## src/rtl/id_decode_pipe.sv

```systemverilog
// Instruction-decode stage: fetch handshake, two-word immediate assembly, register
// file with write-through bypass, load-use stall and the ID/EX pipeline register.
module id_decode_pipe #(
    parameter int unsigned WIDTH   = 16,
    parameter int unsigned REG_AW  = 3,
    parameter int unsigned PC_W    = 32,
    parameter logic [4:0]  IMM_OP  = 5'b10100,
    parameter logic [4:0]  LOAD_OP = 5'b10110
) (
    input  logic              clk,
    input  logic              rst,
    input  logic              in_valid,
    output logic              in_ready,
    input  logic [WIDTH-1:0]  in_instr,
    input  logic [PC_W-1:0]   in_pc,
    input  logic              flush,
    input  logic              wb_en,
    input  logic [REG_AW-1:0] wb_addr,
    input  logic [WIDTH-1:0]  wb_data,
    output logic              ex_valid,
    input  logic              ex_ready,
    output logic [4:0]        ex_opcode,
    output logic [WIDTH-1:0]  ex_op1,
    output logic [WIDTH-1:0]  ex_op2,
    output logic [WIDTH-1:0]  ex_imm,
    output logic [REG_AW-1:0] ex_rd,
    output logic [PC_W-1:0]   ex_pc,
    output logic              ex_is_load,
    output logic              hazard
);

    localparam int unsigned OP_W   = 5;
    localparam int unsigned NREG   = 2**REG_AW;
    localparam int unsigned RS1_HI = WIDTH - 6;
    localparam int unsigned RS2_HI = WIDTH - 6 - REG_AW;

    typedef enum logic {S_OP = 1'b0, S_IMM = 1'b1} state_e;

    state_e            state_q, state_d;
    logic [OP_W-1:0]   lat_op_q, lat_op_d;
    logic [REG_AW-1:0] lat_rs1_q, lat_rs1_d;
    logic [REG_AW-1:0] lat_rs2_q, lat_rs2_d;
    logic [PC_W-1:0]   lat_pc_q, lat_pc_d;
    logic [WIDTH-1:0]  rf_q [NREG];
    logic [WIDTH-1:0]  rf_d [NREG];

    logic              ex_valid_q, ex_valid_d;
    logic [OP_W-1:0]   ex_opcode_q, ex_opcode_d;
    logic [WIDTH-1:0]  ex_op1_q, ex_op1_d;
    logic [WIDTH-1:0]  ex_op2_q, ex_op2_d;
    logic [WIDTH-1:0]  ex_imm_q, ex_imm_d;
    logic [REG_AW-1:0] ex_rd_q, ex_rd_d;
    logic [PC_W-1:0]   ex_pc_q, ex_pc_d;
    logic              ex_is_load_q, ex_is_load_d;

    logic [OP_W-1:0]   in_op_c, cur_op_c;
    logic [REG_AW-1:0] cur_rs1_c, cur_rs2_c;
    logic [PC_W-1:0]   cur_pc_c;
    logic [WIDTH-1:0]  cur_imm_c, op1_c, op2_c;
    logic              is_imm_op_c, complete_c, adv_c, hazard_c, in_ready_c;

    // Current instruction view: live word in S_OP, latched opcode fields in S_IMM.
    always_comb begin
        in_op_c     = in_instr[WIDTH-1 -: OP_W];
        is_imm_op_c = (state_q == S_OP) && (in_op_c == IMM_OP);
        complete_c  = in_valid && !is_imm_op_c;
        if (state_q == S_IMM) begin
            cur_op_c  = lat_op_q;
            cur_rs1_c = lat_rs1_q;
            cur_rs2_c = lat_rs2_q;
            cur_pc_c  = lat_pc_q;
            cur_imm_c = in_instr;
        end else begin
            cur_op_c  = in_op_c;
            cur_rs1_c = in_instr[RS1_HI -: REG_AW];
            cur_rs2_c = in_instr[RS2_HI -: REG_AW];
            cur_pc_c  = in_pc;
            cur_imm_c = '0;
        end
        op1_c = (wb_en && (wb_addr == cur_rs1_c)) ? wb_data : rf_q[cur_rs1_c];
        op2_c = (wb_en && (wb_addr == cur_rs2_c)) ? wb_data : rf_q[cur_rs2_c];
        adv_c = !ex_valid_q || ex_ready;
        hazard_c = ex_valid_q && ex_is_load_q && complete_c &&
                   ((ex_rd_q == cur_rs1_c) || (ex_rd_q == cur_rs2_c));
        // An opcode-only word never touches ID/EX, so it need not wait for EX.
        in_ready_c = !hazard_c && !flush && (is_imm_op_c || adv_c);
    end

    always_comb begin
        state_d      = state_q;
        lat_op_d     = lat_op_q;
        lat_rs1_d    = lat_rs1_q;
        lat_rs2_d    = lat_rs2_q;
        lat_pc_d     = lat_pc_q;
        rf_d         = rf_q;
        ex_valid_d   = ex_valid_q;
        ex_opcode_d  = ex_opcode_q;
        ex_op1_d     = ex_op1_q;
        ex_op2_d     = ex_op2_q;
        ex_imm_d     = ex_imm_q;
        ex_rd_d      = ex_rd_q;
        ex_pc_d      = ex_pc_q;
        ex_is_load_d = ex_is_load_q;

        if (wb_en) begin
            rf_d[wb_addr] = wb_data;
        end

        if (flush) begin
            state_d    = S_OP;
            ex_valid_d = 1'b0;
        end else begin
            if (in_valid && in_ready_c) begin
                if (is_imm_op_c) begin
                    state_d   = S_IMM;
                    lat_op_d  = cur_op_c;
                    lat_rs1_d = cur_rs1_c;
                    lat_rs2_d = cur_rs2_c;
                    lat_pc_d  = cur_pc_c;
                end else begin
                    state_d = S_OP;
                end
            end
            if (complete_c && in_ready_c) begin
                ex_valid_d   = 1'b1;
                ex_opcode_d  = cur_op_c;
                ex_op1_d     = op1_c;
                ex_op2_d     = op2_c;
                ex_imm_d     = cur_imm_c;
                ex_rd_d      = cur_rs2_c;
                ex_pc_d      = cur_pc_c;
                ex_is_load_d = (cur_op_c == LOAD_OP);
            end else if (adv_c) begin
                ex_valid_d = 1'b0;
            end
        end
    end

    always_ff @(posedge clk or negedge rst) begin
        if (!rst) begin
            state_q      <= S_OP;
            lat_op_q     <= '0;
            lat_rs1_q    <= '0;
            lat_rs2_q    <= '0;
            lat_pc_q     <= '0;
            rf_q         <= '{default: '0};
            ex_valid_q   <= 1'b0;
            ex_opcode_q  <= '0;
            ex_op1_q     <= '0;
            ex_op2_q     <= '0;
            ex_imm_q     <= '0;
            ex_rd_q      <= '0;
            ex_pc_q      <= '0;
            ex_is_load_q <= 1'b0;
        end else begin
            state_q      <= state_d;
            lat_op_q     <= lat_op_d;
            lat_rs1_q    <= lat_rs1_d;
            lat_rs2_q    <= lat_rs2_d;
            lat_pc_q     <= lat_pc_d;
            rf_q         <= rf_d;
            ex_valid_q   <= ex_valid_d;
            ex_opcode_q  <= ex_opcode_d;
            ex_op1_q     <= ex_op1_d;
            ex_op2_q     <= ex_op2_d;
            ex_imm_q     <= ex_imm_d;
            ex_rd_q      <= ex_rd_d;
            ex_pc_q      <= ex_pc_d;
            ex_is_load_q <= ex_is_load_d;
        end
    end

    assign in_ready   = in_ready_c;
    assign hazard     = hazard_c;
    assign ex_valid   = ex_valid_q;
    assign ex_opcode  = ex_opcode_q;
    assign ex_op1     = ex_op1_q;
    assign ex_op2     = ex_op2_q;
    assign ex_imm     = ex_imm_q;
    assign ex_rd      = ex_rd_q;
    assign ex_pc      = ex_pc_q;
    assign ex_is_load = ex_is_load_q;

endmodule

```

## config.mk

```make
export PLATFORM = sky130hd
export DESIGN_NAME = id_decode_pipe
export DESIGN_NICKNAME = d
export VERILOG_FILES = /design/src/rtl/id_decode_pipe.sv
export SDC_FILE = /design/constraint.sdc
export NUM_CORES = 1
export LEC_CHECK = 0
export BUFFER_PORTS_ARGS = -buffer_cell sky130_fd_sc_hd__buf_2
export CAP_MARGIN = 20
export CORE_ASPECT_RATIO = 0.5
export CORE_MARGIN = 2
export CORE_UTILIZATION = 53
export DETAILED_ROUTE_END_ITERATION = 6
export GPL_TIMING_DRIVEN = 0
export PLACE_DENSITY = 0.82
export SLEW_MARGIN = 25
export SYNTH_ARGS = -nofsm -noshare
export SYNTH_HDL_FRONTEND = slang
export SYNTH_SLANG_ARGS = --single-unit
export TNS_END_PERCENT = 20
```

## constraint.sdc

```tcl
create_clock -name clk -period 2 [get_ports clk]
set_input_delay 0.3 -clock clk [delete_from_list [all_inputs] [get_ports clk]]
set_output_delay 0.3 -clock clk [all_outputs]
set_load 0.02 [all_outputs]
```

# Word level (Yosys, flattened, before mapping)
# Cells that the tools add are included.
[totals]
ff_bits = 262
ramBits = 0
n_memories = 0
latchBits = 0
rom_bits = 0
elab_cells = 81
input_bits = 73
out_inout_bits = 92
[op_classes]
multipliers = 0
shift = 0
div_mod_pow = 0
n_addsub = 0
n_reduce_logical = 23
bitwise = 5
n_lt_le_gt_ge = 4
muxes = 22
eq_ne = 6
[ops]
columns = ["operator", "count"]
rows = [
  ["$bwmux W128", 1],
  ["$mux W16", 8],
  ["$bmux W16 S3", 2],
  ["$demux W16 S3", 1],
  ["$mux W32", 1],
  ["$eq A3 B3 Y1", 4],
  ["$ge A4 B4 Y1 const B", 3],
  ["$logic_and A1 B1 Y1", 12],
  ["$not A3 Y4", 3],
  ["$eq A5 B5 Y1 const B", 2],
  ["$mux W1", 6],
  ["$mux W3", 2],
  ["$mux W5", 1],
  ["$logic_not A1 Y1", 4],
  ["$lt A4 B1 Y1 const B", 1],
  ["$logic_or A1 B1 Y1", 3],
  ["$reduce_and A3 Y1", 1],
  ["$reduce_bool A3 Y1", 1],
  ["$not A1 Y1", 2],
  ["$reduce_and A2 Y1", 1],
  ["$reduce_bool A2 Y1", 1],
]

# Logic depth before layout (Yosys ltp)
# Gate-level depths: netlist of the first run.
[depth]
word_depth = 12
ltp_mapped = 8
ltp_nobuf = 5

# Least setup slack after synthesis of the first run
# Ideal clock, no wire load.
[synth_path]
kind = "reg-to-output"
from = "register state_q"
to = "output port in_ready"
required_time_ns = 1.700
arrival_time_ns = 2.182
n_path_buf = 3
path_stages_with_launch = 9
setup_slack_ns = -0.482
cell_sequence = "dfrtp_1 mux2_2 buf_2 xor2_1 nor4_2 or2_1 buf_2 buf_2 nor3_1"
[synth_via]
elab_chain_len = 9
elab_cells_between_ends = 15
classes_between = "eq/ne (2); mux (2); bitwise (1); reduce/logical (10)"
[synth_lines]
columns = ["element", "line_no", "rtl"]
rows = [
  ["from (decl)", "39", "state_e state_q, state_d;"],
  ["from (signal assigned)", "156", "state_q <= state_d;"],
  ["branches (longest 5 deep; another with $mux W3)", "--", ""],
  ["$logic_and A1 B1 Y1 (*)", "83", "hazard_c = ex_valid_q && ex_is_load_q && complete_c &&"],
  ["named net hazard", "29", "output logic hazard"],
  ["$logic_not A1 Y1 (*)", "86", "in_ready_c = !hazard_c && !flush && (is_imm_op_c || adv_c);"],
  ["$logic_and A1 B1 Y1 (*) (2 in a row)", "86", ""],
  ["to (decl)", "13", "output logic in_ready,"],
]
# Mark *: on every way through the listed nets, which the timed path passes.

# Worst setup path in the final report of the first run
[layout_path]
from = "register state_q"
to = "output port in_ready"
[layout_via]
elab_chain_len = 9
elab_cells_between_ends = 15
classes_between = "eq/ne (2); mux (2); bitwise (1); reduce/logical (10)"
[layout_lines]
columns = ["element", "line_no"]
rows = [
  ["branches (longest 8 deep; another with $mux W3)", "--"],
  ["$logic_and A1 B1 Y1 (*)", "86"],
]
# Mark *: on every way between the ends.

==> results of run 1 <==
final timing paths:
kind / to
worst max-delay path: in_ready
worst min-delay path: lat_pc_q[30]
worst max register to register: ex_op1[15]
worst min register to register: lat_op_q[4]
max in group asynchronous: lat_pc_q[17]
min in group asynchronous: rf_q[19]
placed cells by master, fill, tap and decap left out, drive strengths merged:
| cell type | instances |
|---|---|
| o311ai | 1 |
| a211oi | 15 |
| clkbuf | 75 |
| dlygate4sd3 | 1 |
| inv | 50 |
| dfrtp | 262 |
| and4 | 1 |
| nor2b | 16 |
| mux2 | 242 |
| clkinv | 4 |
| nor3b | 2 |
| nand3 | 1 |
| xor2 | 3 |
| xnor2 | 9 |
| o21ai | 38 |
| o31ai | 1 |
| or2 | 2 |
| o22ai | 2 |
| bufinv | 3 |
| diode | 1 |
| clkdlybuf4s15 | 1 |
| mux2i | 24 |
| buf | 235 |
| o32ai | 30 |
| nor3 | 5 |
| nand2 | 61 |
| clkinvlp | 1 |
| nand2b | 5 |
| nor2 | 3 |
| nand4 | 3 |
| nor4 | 2 |
| and3 | 16 |
| nand4bb | 1 |
| and2 | 3 |
| mux4 | 64 |
| nand4b | 3 |
registers in the layout (all words and copies together) (netlist names), 5 cells and up:
register   count
ex_op2        16
ex_imm        16
ex_opcode      5
ex_pc         32
lat_op_q       5
ex_op1        16
rf_q         128
lat_pc_q      32
kinds of logic after synthesis:
kind of cell / synth area share (%)
buf+inv: 4.35
xor+xnor: 0.814
compound gates: 4.60
mux: 34.4
simple gates: 5.11
flops: 50.8
stage by stage:
| stage | hold WS [ns] | setup WS (ns) |
|---|---|---|
| finish | 0.0213 | -0.664 |
| global route | 0.0262 | -0.715 |
| CTS | 0.0133 | -0.755 |
| detailed placement | 0.227 | -0.766 |
| global placement | 0.466 | -3.95 |
| floorplan | 0.00441 | -0.190 |
power breakdown:
part | total [W] | internal, W | switching, W
sequential | 0.00714 | 0.00632 | 0.000819
combinational | 0.00419 | 0.00220 | 0.00199
clock | 0.00517 | 0.00304 | 0.00213
total | 0.0165 | 0.0116 | 0.00494
layout make-up:
class                      instances  area [sq um]
timing repair buffer             198          1480
inverter                          49           184
antenna                            1          2.50
fill                            1434          7370
clock buffer                      37           761
multi-input combinational        553          6420
sequential                       262          6560
clock inverter                     9           138
tap                              315           394
buffer                            77           663
what timing repair did:
item                                    4_1_cts  5_1_grt
gates cloned                                  7        3
resized for setup                           165       56
hold endpoints to repair                     47        0
buffers inserted                             28       11
hold buffers                                  1        0
pin swaps                                    30       32
endpoints found under the setup margin      136      146
worst reg2reg max path: stages, from the launching register on:
cell                        delay (ns)
sky130_fd_sc_hd__dfrtp_2          0.48
sky130_fd_sc_hd__clkbuf_16        0.18
sky130_fd_sc_hd__buf_6            0.11
sky130_fd_sc_hd__mux2_4           0.39
sky130_fd_sc_hd__buf_12           0.17
sky130_fd_sc_hd__xnor2_4          0.14
sky130_fd_sc_hd__and4_1           0.25
sky130_fd_sc_hd__buf_8            0.17
sky130_fd_sc_hd__buf_6            0.13
sky130_fd_sc_hd__buf_6            0.11
sky130_fd_sc_hd__a211oi_2         0.03
sky130_fd_sc_hd__o32ai_1          0.31
layer usage:
| metal | wire, microns | vias up |
|---|---|---|
| met5 | 0 | - |
| met4 | 2350 | 0 |
| met3 | 3820 | 200 |
| met2 | 18800 | 663 |
| met1 | 15500 | 4984 |
| li1 | - | 3903 |
==> results by stage, run 1 <==
Place:
- Port buffering added approximately 150 buffers.
- After legalization and detailed placement, the total HPWL measured 23000 microns.
- The cell area reported after detailed placement is 0.0142 sq mm.
- Once placement completed, the tool counted placed cells totaling 1408.
- Routability-driven placement finished with a final weighted congestion of 0.847.

Timing:
- The headroom to the max-slew limit is 37.9%.
- The final number of setup-violating endpoints is around 140.
- The number of pins exceeding their max-slew limit in the final report is 0.
- The final critical delay including setup and external delays is 2.66 ns.
- The number of failing hold endpoints at the final stage is 0.
- The aggregate negative setup slack is -32.29 ns.
- The transition at the pin with the smallest max-transition slack is 0.932 ns.
- The least setup slack across all paths after layout is -0.664 ns.
- The maximum clock frequency is 0.375 GHz.
- After layout, the worst path uses 133% of the clock period.
- The clock tree skew after final layout is between 0.02 and 0.025 ns.
- Setup repair after global routing could not meet its margin everywhere.

Clock network:
- The clock slew seen by the registers of the worst setup and hold paths is 0.07 ns.
- For this design, the sink count on the clock tree is 262.
- The clock tree from TritonCTS is built.
- The cell at the root of the clock tree is sky130_fd_sc_hd__clkbuf_16.
- In this run the number of H-tree levels came out at 1.
- TritonCTS created 25 clock buffers.
- The clock reaches the later pin of the worst-skew pair after around 0.54 ns.
- The buffer levels on the longest clock path is 3.

Global routing:
- The number of antenna violations at the first check in global routing was 0.
- In the global route stage, met2 resource usage came out at 47.8%.
- The total congestion overflow after global routing is 0.
- The via count of the first global-routing pass is 9928.
- Global routing used about 7% of the available met3 tracks.
- The first global-routing pass estimated 57900 microns of wire.
- The maximum number of pins on one net before global-route repair is 92.
- Global routing consumed, over all layers together, 29.7% of the routing resources.
- The met1 track utilization from global routing is 38.6%.
- The global routing stage identified its most utilized layer as met2.

Setup path:
- The kind of start point of the critical path is a flip-flop.
- The setup slack of the most critical reg-to-reg path is -0.58 ns.
- The depth of the most critical reg-to-reg path is 11.
- The required time of the worst setup path is 1.70 ns.
- The gate family responsible for the most delay along the worst path is simple AND/OR/NAND/NOR gates.
- Walking the worst path, the cells encountered are buf_12, mux2i_4, xnor2_2, nor4_4, or2_4, buf_12, nor3_4, buf_6.
- For the worst setup path, the data arrival time is 2.36 ns.
- The longest individual stage delay on the worst path is approximately 0.47 ns.
- The critical-path maximum fanout is 5.
- The start-to-end type of the worst setup path is reg2out.
- The slowest stage of the critical path is the sky130_fd_sc_hd__dfrtp_2 cell.
- In this run the critical register-to-register path is launched from state_q.
- Counting buffers and inverters, the worst setup path is 8 cells deep.
- Counting stages on the worst path, the most repeated cell is sky130_fd_sc_hd__buf_12.
- Together, buffers and inverters on the worst path number 3.
- STA classifies the critical path endpoint as an output pin.
- The launch point of the worst path is state_q.

Routing:
- The total iterations of the first detailed-routing run is 5.
- For this block, the via count after detailed routing is 9750.
- The detail route stage leaves a number of antenna-violating nets equal to 0.
- For this block, the routed nets add up to 40400 microns of wire.
- The wire length per cell is 26.9 microns.
- The number of design rule violations left after detail routing is 0.
- In this run, the number of DRC markers left after iteration 0 of detailed routing was 1137.
- The detail-routed via count per cell is 6.50.

Logic synthesis:
- Sorting the synthesized cells by how often they occur yields sky130_fd_sc_hd__dfrtp_1, sky130_fd_sc_hd__mux2_2, sky130_fd_sc_hd__mux4_2.
- By instance count, the leading cell after synthesis is sky130_fd_sc_hd__dfrtp_1.
- The proportion of synthesized chip area in sequential cells is between 50% and 60%.
- The unique cell type count in the Yosys netlist is 38.
- In this run, synthesis produced a sequential element count of 262.
- The most used flip-flop cell after synthesis is sky130_fd_sc_hd__dfrtp_1.
- For this run, asynchronously set or reset flops after synthesis account for 100%.
- The cell area that synthesis handed to floorplanning was 0.0129 sq mm.
- During synthesis, Yosys emitted a total of 0 warnings.
- The count of flip-flops with a built-in enable after synthesis is 0.
- The synthesized area per cell is 13.7 sq um.
- The share of synthesized area in the top cell type comes to between 50% and 60%.
- By area the synthesized netlist is led by sky130_fd_sc_hd__dfrtp_1, sky130_fd_sc_hd__mux2_2, sky130_fd_sc_hd__mux4_2, sky130_fd_sc_hd__o32ai_1, sky130_fd_sc_hd__nand2_1.
- The post-synthesis cell count is 945.
- Counting every net in the synthesized netlist gives 1018.
- The biggest area contributor in the post-synthesis netlist is sky130_fd_sc_hd__dfrtp_1.

Die:
- The number of ports placed on the die boundary is 165.
- The die is ~110 microns tall.
- The effective utilization at floorplan is a little over half.
- Row generation in the floorplan step produced 40 rows.
- The core area is 0.0240 sq mm.
- The die width is 225 microns.
- The die covers approximately 0.026 sq mm.

Status:
- The run finished, with violations left.
- The checks that failed: setup timing.

Power and ir drop:
- IR analysis of the VDD net gives a maximum drop of 804 uV.
- For this design the ratio of total power to cell area is 994 mW/mm^2.
- The overall power after layout is 0.0165 W.
- Summed over all cells, the static leakage comes to 7.36 nW.

Min path:
- The kind of path behind the tightest hold check is in2reg.
- Counting instances, the worst hold path has a depth of 2.
- The beginning of the worst hold path is in_pc[30].

Flow run:
- The max capacitance violation total is 0.

Cells and area:
- The share of the core filled with cells is between 60% and 70%.
- From synthesis to final layout, the design area changed by 28.5%.
- The count of cells in the finished layout, fillers not included, comes to around 1500.
- The post-route netlist has ~56% of its cells at a drive strength greater than 1.
- The final-stage net count is 1239.
- After routing the design area is 0.0166 sq mm.
Note: power is estimated with default switching activity, not from simulation.
==> run 2, diff against run 1 <==
--- a/config.mk
+++ b/config.mk
@@ -9,10 +9,10 @@
 export CAP_MARGIN = 20
 export CORE_ASPECT_RATIO = 0.5
 export CORE_MARGIN = 2
-export CORE_UTILIZATION = 53
+export CORE_UTILIZATION = 63
 export DETAILED_ROUTE_END_ITERATION = 6
 export GPL_TIMING_DRIVEN = 0
-export PLACE_DENSITY = 0.82
+export PLACE_DENSITY = 0.91
 export SLEW_MARGIN = 25
 export SYNTH_ARGS = -nofsm -noshare
 export SYNTH_HDL_FRONTEND = slang
==> constraint.sdc (replaced) <==
create_clock -name clk -period 3.42 [get_ports clk]
set_input_delay 0.513 -clock clk [delete_from_list [all_inputs] [get_ports clk]]
set_output_delay 0.513 -clock clk [all_outputs]
set_load 0.02 [all_outputs]
==> run 2 against run 1 <==
  * The run now ends clean
  * Worst hold slack better by 0.22 ns
  * Die area is 15% lower
  * Register-to-register slack better by 1.1 ns
  * Total power is 46% lower
  * Critical path depth stayed put
  * Wire length is 16% lower
  * Flip-flop and latch count stayed put
  * Clock skew is 0.0092 ns higher
==> results by stage, run 2 (synthesized netlist as in run 1, its figures left out) <==
Clock network:
- The cell sitting at the root of the clock tree is a sky130_fd_sc_hd__clkbuf_16.
- The number of buffers created by CTS is 24.
- TritonCTS built the clock tree.
- The TritonCTS sink count is approximately 260.
- Clock latency on the worst-skew pair, taken at its later pin, is 0.55 ns.
- The buffer levels on the longest clock path is 3.
- The number of levels in the clock H-tree is 1.
- After clock tree synthesis, the clock-pin slew on the worst setup and hold paths is roughly 0.07 ns.

Timing:
- The number of pins exceeding their max-slew limit in the final report came to 0.
- The routed design could run at a clock period as short as around 3.3 ns.
- The transition at the pin with the smallest max-transition slack is 0.875 ns.
- In the finished design, the share of the clock period the worst path needs comes to 95.4%.
- The maximum clock frequency is 0.306 GHz.
- The least setup slack across all paths after layout is 0.156 ns.
- The final number of setup-violating endpoints is 0.
- After routing, the total negative slack on setup checks comes to 0 ns.
- The headroom to the max-slew limit is between 40% and 50%.
- The clock tree skew after final layout is around 0.033 ns.
- Setup repair after global routing left no endpoint under its margin.
- The number of failing hold endpoints at the final stage is 0.

Power and ir drop:
- The clock network fraction of design power is 30.4%.
- Across the VDD grid, the largest voltage drop is 289 uV.
- The analysis attributes to net switching a power of 0.00262 W.
- The cell area power density is 594 mW/mm^2.
- Of the total power, the share spent switching nets is just under 30%.
- The analysis attributes to cell leakage a power of 6.54 nW.
- Internal power comes to 0.00624 W.
- Sequential cells account for 46.5% of the total power.
- Combinational cells account for between 20% and 30% of the total power.

Die:
- 165 I/O pins were placed.
- The core area is 0.0198 sq mm.
- The initial utilization of the core area, before any placement, comes to 65.3%.
- The initialized floorplan defines 36 standard-cell rows.
- The vertical die dimension is 105 microns.
- The floorplan step defined a die boundary enclosing 0.0217 sq mm.
- Measured along the x axis, the die boundary spans 206 microns.

Status:
- The flow ran to the end, and the final reports show no timing, DRC or antenna violations.

Flow run:
- The max capacitance violation total is 0.

Setup path:
- The worst setup path is of the reg2out kind.
- The kind of start point of the critical path is a flip-flop.
- The critical-path maximum fanout is 10.
- The startpoint identified for the worst register-to-register timing path is state_q.
- STA puts the critical path data arrival time at 2.75 ns.
- The launch point of the worst path is state_q.
- The worst setup path is captured at an output pin.
- The required time of the worst setup path is ~2.9 ns.

Routing:
- Dividing the detail-routed via count by the number of cells gives 6.48.
- The pre-antenna-repair detailed-routing pass consisted of 5 iterations.
- The wire length per cell is 24.1 microns.
- In this run, the number of DRC markers left after iteration 0 of detailed routing was 983.
- The via count is 9120.
- Wires add up to 34000 microns.
- For this run, design rule violations remaining after detail routing come to 0.
- In this run the remaining antenna-violating nets after routing total 0.

Place:
- The congestion estimate from routability-driven global placement came to 0.884.
- The number of port buffers is ~150.
- The post-DP HPWL is roughly 23000 microns.
- The post-placement setup slack is approximately 0.29 ns.

Min path:
- The kind of path behind the tightest hold check is in2reg.
- The beginning of the worst hold path is in_pc[3].

Cells and area:
- The layout overhead on the synthesized area is 15.4%.
- The register with the most flip-flops in the final layout is rf_q.
- The number of flip-flops under the largest register name is 128.
- Leaving out fill and tap cells, the most frequent cells in the layout are sky130_fd_sc_hd__dfrtp_1, sky130_fd_sc_hd__mux2_2, sky130_fd_sc_hd__buf_2.
- Cells with a size suffix above 1 make up 45.5% of the layout.
- The number of inserted filler cells in the final layout is 1123.
- For this run, the post-layout net count is 1195.
- The leading cell type in the layout, fill and taps excluded is sky130_fd_sc_hd__dfrtp_1.

Global routing:
- The first global-routing pass estimated around 53000 microns of wire.
- Entering global routing, the biggest net connects 97 pins.
- The number of antenna violations at the first check in global routing is 2.
- For this run the aggregate overflow at the end of global routing stands at 0.
- The combined global-route utilization of all metal layers is 32.3%.
- The via count of the first global-routing pass is 9650.
## run 2: cell types whose count changed in the layout (fill, tap and decap cells not counted), moves of 12 or more
cell / previous run / this run
sky130_fd_sc_hd__buf_12: 19 / 0
sky130_fd_sc_hd__clkbuf_1: 17 / 45
sky130_fd_sc_hd__mux2_4: 42 / 2
sky130_fd_sc_hd__o32ai_1: 13 / 30
sky130_fd_sc_hd__mux2_2: 200 / 228
sky130_fd_sc_hd__buf_2: 147 / 160
sky130_fd_sc_hd__o32ai_2: 16 / 0
sky130_fd_sc_hd__mux2_1: 0 / 12
sky130_fd_sc_hd__clkbuf_2: 16 / 0
sky130_fd_sc_hd__buf_6: 18 / 6
sky130_fd_sc_hd__buf_4: 22 / 7
sky130_fd_sc_hd__a211oi_1: 0 / 15
## run 2: area by class of cell
cell class | count | area, sq um | share of cell area (%)
inverter | 49 | 184 | 1.23
multi-input combinational | 553 | 5850 | 39.2
tap | 266 | 333 | 2.23
timing repair buffer | 151 | 823 | 5.53
clock buffer | 34 | 658 | 4.42
antenna | 2 | 5.00 | 0.0336
buffer | 81 | 384 | 2.58
sequential | 262 | 6560 | 44.0
clock inverter | 9 | 110 | 0.739
## run 2: power groups by stage
stage / clock (W) / sequential [W] / combinational (W)
after detailed placement: 0 / 0.00415 / 0.00201
after global routing: 0.00284 / 0.00418 / 0.00219
after floorplan: 0 / 0.00427 / 0.00117
final: 0.00269 / 0.00412 / 0.00205
after CTS: 0.00270 / 0.00410 / 0.00204
after global placement: 0 / 0.00407 / 0.00190
## run 2: critical path, cell delays in order (launching register included)
cell	delay, ns
sky130_fd_sc_hd__dfrtp_1	0.43
sky130_fd_sc_hd__buf_6	0.18
sky130_fd_sc_hd__o31ai_2	0.53
sky130_fd_sc_hd__nor4_4	0.13
sky130_fd_sc_hd__or2_1	0.24
sky130_fd_sc_hd__buf_2	0.17
sky130_fd_sc_hd__buf_6	0.17
sky130_fd_sc_hd__nor3_1	0.16
sky130_fd_sc_hd__buf_2	0.21
## run 2: per-stage QoR
| stage | utilization, % | std cells | hold slack [ns] | power, W | instance area [sq um] |
|---|---|---|---|---|---|
| final | 75.3 | 1407 | 0.237 | 0.00886 | 14900 |
| after global routing | 75.3 | 1407 | 0.224 | 0.00921 | 14900 |
| after CTS | 75.1 | 1402 | 0.226 | 0.00884 | 14900 |
| after detailed placement | 71.1 | 1358 | 0.469 | 0.00615 | 14000 |
| after global placement | 70.7 | 1356 | 0.464 | 0.00598 | 14000 |
| after floorplan | - | 945 | 0.217 | 0.00544 | 12900 |
## run 2: repair_timing
item / CTS / global route
hold buffers: 1 / 0
pin swaps: 0 / 2
endpoints found under the setup margin: 2 / 2
resized for setup: 4 / 3
buffers inserted: 0 / 3
endpoints found under the hold margin: 50 / 0
## run 2: worst paths after layout
| check | end | slack (ns) | cells after the start |
|---|---|---|---|
| max reg2reg | ex_op1[9] | 0.48 | 7 |
| max in group asynchronous | ex_pc[10] | 2.00 | 3 |
| min | lat_pc_q[3] | 0.24 | 2 |
| max | in_ready | 0.16 | 8 |
| min in group asynchronous | rf_q[34] | 0.51 | 2 |
| min reg2reg | ex_pc[2] | 0.48 | 1 |
## run 2: layer usage
metal / share of wire, % / GRT usage, %
met3: 9.8 / 7.48
met4: 4.2 / 14.3
met5: 0 / 0
met1: 38 / 42.5
met2: 48 / 51.9
==> run 3, diff against run 2 <==
--- a/config.mk
+++ b/config.mk
@@ -5,7 +5,7 @@
 export SDC_FILE = /design/constraint.sdc
 export NUM_CORES = 1
 export LEC_CHECK = 0
-export BUFFER_PORTS_ARGS = -buffer_cell sky130_fd_sc_hd__buf_2
+export BUFFER_PORTS_ARGS = -buffer_cell sky130_fd_sc_hd__buf_4
 export CAP_MARGIN = 20
 export CORE_ASPECT_RATIO = 0.5
 export CORE_MARGIN = 2
==> run 3 against run 2 <==
  * The run now ends with hold timing left
  * Maximum frequency fell by 1.4%
  * Worst hold slack got worse by 0.24 ns
  * Critical path type unchanged
  * Wire length rose by 1.3%
  * Clock power is 3% lower
  * Critical path depth up 1
  * Setup slack worse by 0.047 ns
  * Global-route usage about the same
  * Total power is 0.96% higher
  * Sequential share of layout area down 0.91 points
  * Final cell count is 0.50% lower
==> results by stage, run 3 (synthesized netlist as in run 1, its figures left out) <==
Clock network:
- The clock reaches the later pin of the worst-skew pair after 0.52 ns.
- TritonCTS built the clock tree.
- CTS built an H-tree with a depth of 1.
- CTS placed an instance of sky130_fd_sc_hd__clkbuf_16 at the clock tree root.
- Clock-pin slew was measured on the worst setup and hold paths at about 0.070 ns.
- After clock tree synthesis, the flow added hold-fix buffers numbering 0.
- The number of buffers created by CTS is 23.
- The buffer levels on the longest clock path is 3.
- The TritonCTS sink count is about 260.

Timing:
- Setup repair after global routing left no endpoint under its margin.
- In the finished design, the share of the clock period the worst path needs comes to 96.8%.
- On the final layout, the worst hold slack is -0.00456 ns.
- For the pin with the worst max-slew slack, the measured transition is 0.925 ns.
- The number of pins exceeding their max-slew limit in the final report is 0.
- The final number of setup-violating endpoints is 0.
- Subtracting the final worst setup slack from the clock period gives 3.31 ns.
- The clock tree skew after final layout is ~0.009 ns.
- The number of failing hold endpoints at the final stage is 3.
- Based on the critical path, the design can be clocked at up to 0.302 GHz.
- The worst pin sits at a relative slew slack of a little under two fifths.

Routing:
- The number of design rule violations left after detail routing is 0.
- The total iterations of the first detailed-routing run is 5.
- The final route contains 9288 vias.
- The residual antenna-violating net count after detailed routing is 0.
- Dividing the detail-routed wire length by the instance count gives 24.6 microns.
- After detailed routing, the number of vias per cell comes to about 6.6.
- The first routing iteration left 1132 violations.
- The overall routed net length is 34400 microns.

Setup path:
- In this run the worst path has a maximum fanout of 10.
- Data arrives at the worst endpoint at ~2.8 ns.
- The kind of start point of the critical path is a flip-flop.
- The start-to-end type of the worst setup path is reg2out.
- The setup slack of the most critical reg-to-reg path is just under 0.5 ns.
- The worst register-to-register path begins at state_q.
- The capture instance of the worst register-to-register path is ex_op1[7].
- The launch point of the worst path is state_q.
- The worst setup path endpoint is in_ready.
- Counting cells, the worst reg-to-reg path comes to 7.
- STA classifies the critical path endpoint as an output pin.
- STA puts the critical path data required time at 2.91 ns.

Cells and area:
- After routing the design area is roughly 0.015 sq mm.
- The library cells used most frequently in the layout, excluding fill and tap cells, are sky130_fd_sc_hd__dfrtp_1, sky130_fd_sc_hd__mux2_2, sky130_fd_sc_hd__buf_4.
- The area occupied by multi-input gates is around 0.0058 sq mm.
- The sequential cell area in the final layout is around 0.0066 sq mm.
- Fill cells in the final layout number 1122.
- The final-stage net count is roughly 1200.
- Counting flops per register, the top entry is rf_q.
- The register with the most flip-flops in the layout has about 130 of them.
- Of the cells placed in the final design, the portion with a size suffix greater than 1 is 45.7%.
- The count of inserted antenna diode cells is 0.
- Relative to the synthesized area, the layout overhead comes to 17.8%.
- Leaving out fill and tap cells, the most frequent cell in the layout is sky130_fd_sc_hd__dfrtp_1.
- Cells fill 76.9% of the core in the end.

Global routing:
- The via count of the first global-routing pass is 9712.
- The number of antenna violations at the first check in global routing was 0.
- The total congestion overflow after global routing is 0.
- Across every metal layer, demand over resource in global routing totals roughly a third.
- Entering global routing, the biggest net connects 94 pins.
- The first global-routing pass estimated 53500 microns of wire.

Power and ir drop:
- IR analysis of the VDD net gives a maximum drop of roughly 270 uV.
- The overall power after layout is 0.00894 W.
- The analysis attributes to cell leakage a power of 6.62 nW.
- In this run the power density over the cells is about 590 mW/mm^2.

Place:
- Summed over all nets, the half-perimeter wirelength after detailed placement is 22800 microns.
- In this run the cell area measured after placement is between 0.01 and 0.015 sq mm.
- The number of port buffers is approximately 150.
- The final weighted congestion in routability-driven placement is 0.872.

Die:
- In this run the vertical extent of the chip is 105 microns.
- The core area is slightly below 0.02 sq mm.
- For this configuration, the core starts out at a cell density of 65.3%.
- The number of ports placed on the die boundary is 165.
- The row count is 36.
- The die covers 0.0217 sq mm.
- The die width is 206 microns.

Min path:
- The kind of path behind the tightest hold check is in2async.

Status:
- The checks that failed: hold timing.
- The flow ran to the end, but the final reports show violations.

Flow run:
- The max capacitance violation total is 0.
-- run 3: cell count changes in the layout (fill, tap and decap cells not counted), sizes merged --
cell / before / now
dlygate4sd3: 1 / 0
clkinv: 7 / 5
diode: 2 / 0
clkbuf: 71 / 68
buf: 194 / 195
-- run 3: how the worst min path moves through the flow --
stage | start | end | slack (ns) | cells past startpoint
detailed placement | lat_op_q[1] | lat_op_q[1] | 0.48 | 1
global route | rst | rf_q[34] | 0.04 | 1
finish | rst | rf_q[34] | -0.005 | 1
floorplan | rst | ex_imm[0] | 0.22 | 0
CTS | rst | rf_q[96] | 0.03 | 1
global placement | lat_op_q[2] | lat_op_q[2] | 0.47 | 1
-- run 3: routing by layer --
layer	vias up	share of wire, %	track usage, %
met5	-	0	0
met4	0	3.9	13.5
met3	142	11	7.98
met2	645	48	51.8
met1	4709	38	42.8
li1	3792	-	-
-- run 3: worst max-delay path: stages (launching register included) --
cell	delay [ns]
sky130_fd_sc_hd__dfrtp_1	0.41
sky130_fd_sc_hd__mux2_2	0.35
sky130_fd_sc_hd__buf_4	0.20
sky130_fd_sc_hd__xor2_2	0.18
sky130_fd_sc_hd__nor4_4	0.35
sky130_fd_sc_hd__or2_1	0.15
sky130_fd_sc_hd__buf_2	0.17
sky130_fd_sc_hd__buf_4	0.24
sky130_fd_sc_hd__nor3_1	0.08
sky130_fd_sc_hd__buf_4	0.16
-- run 3: through the flow --
step / setup slack (ns) / cells / TNS (ns)
final: 0.110 / 1400 / 0
after global routing: 0.00217 / 1400 / 0
after CTS: 0.0225 / 1396 / 0
after detailed placement: 0.261 / 1358 / 0
after global placement: -0.176 / 1356 / -40.42
after floorplan: 0.634 / 945 / 0
-- run 3: cell type report --
class | instances | area share [%]
Multi-Input combinational cell | 553 | 38.4
Clock buffer | 31 | 4.24
Buffer | 81 | 2.50
Tap cell | 266 | 2.19
Inverter | 49 | 1.21
Timing Repair Buffer | 151 | 7.76
Clock inverter | 7 | 0.584
Sequential cell | 262 | 43.1
-- run 3: timing repair --
item,in CTS,in global routing
gates resized for setup,4,2
setup buffers,0,4
hold endpoints to repair,0,0
pin swaps,0,1
endpoints found under the setup margin,2,2
-- run 3: power by group --
group / leakage [nW] / total, W / internal, W / switching [W]
registers: 3.25 / 0.00414 / 0.00370 / 0.000448
clock network: 0.365 / 0.00262 / 0.00147 / 0.00115
logic: 3.00 / 0.00218 / 0.00117 / 0.00101
total: 6.62 / 0.00894 / 0.00634 / 0.00261
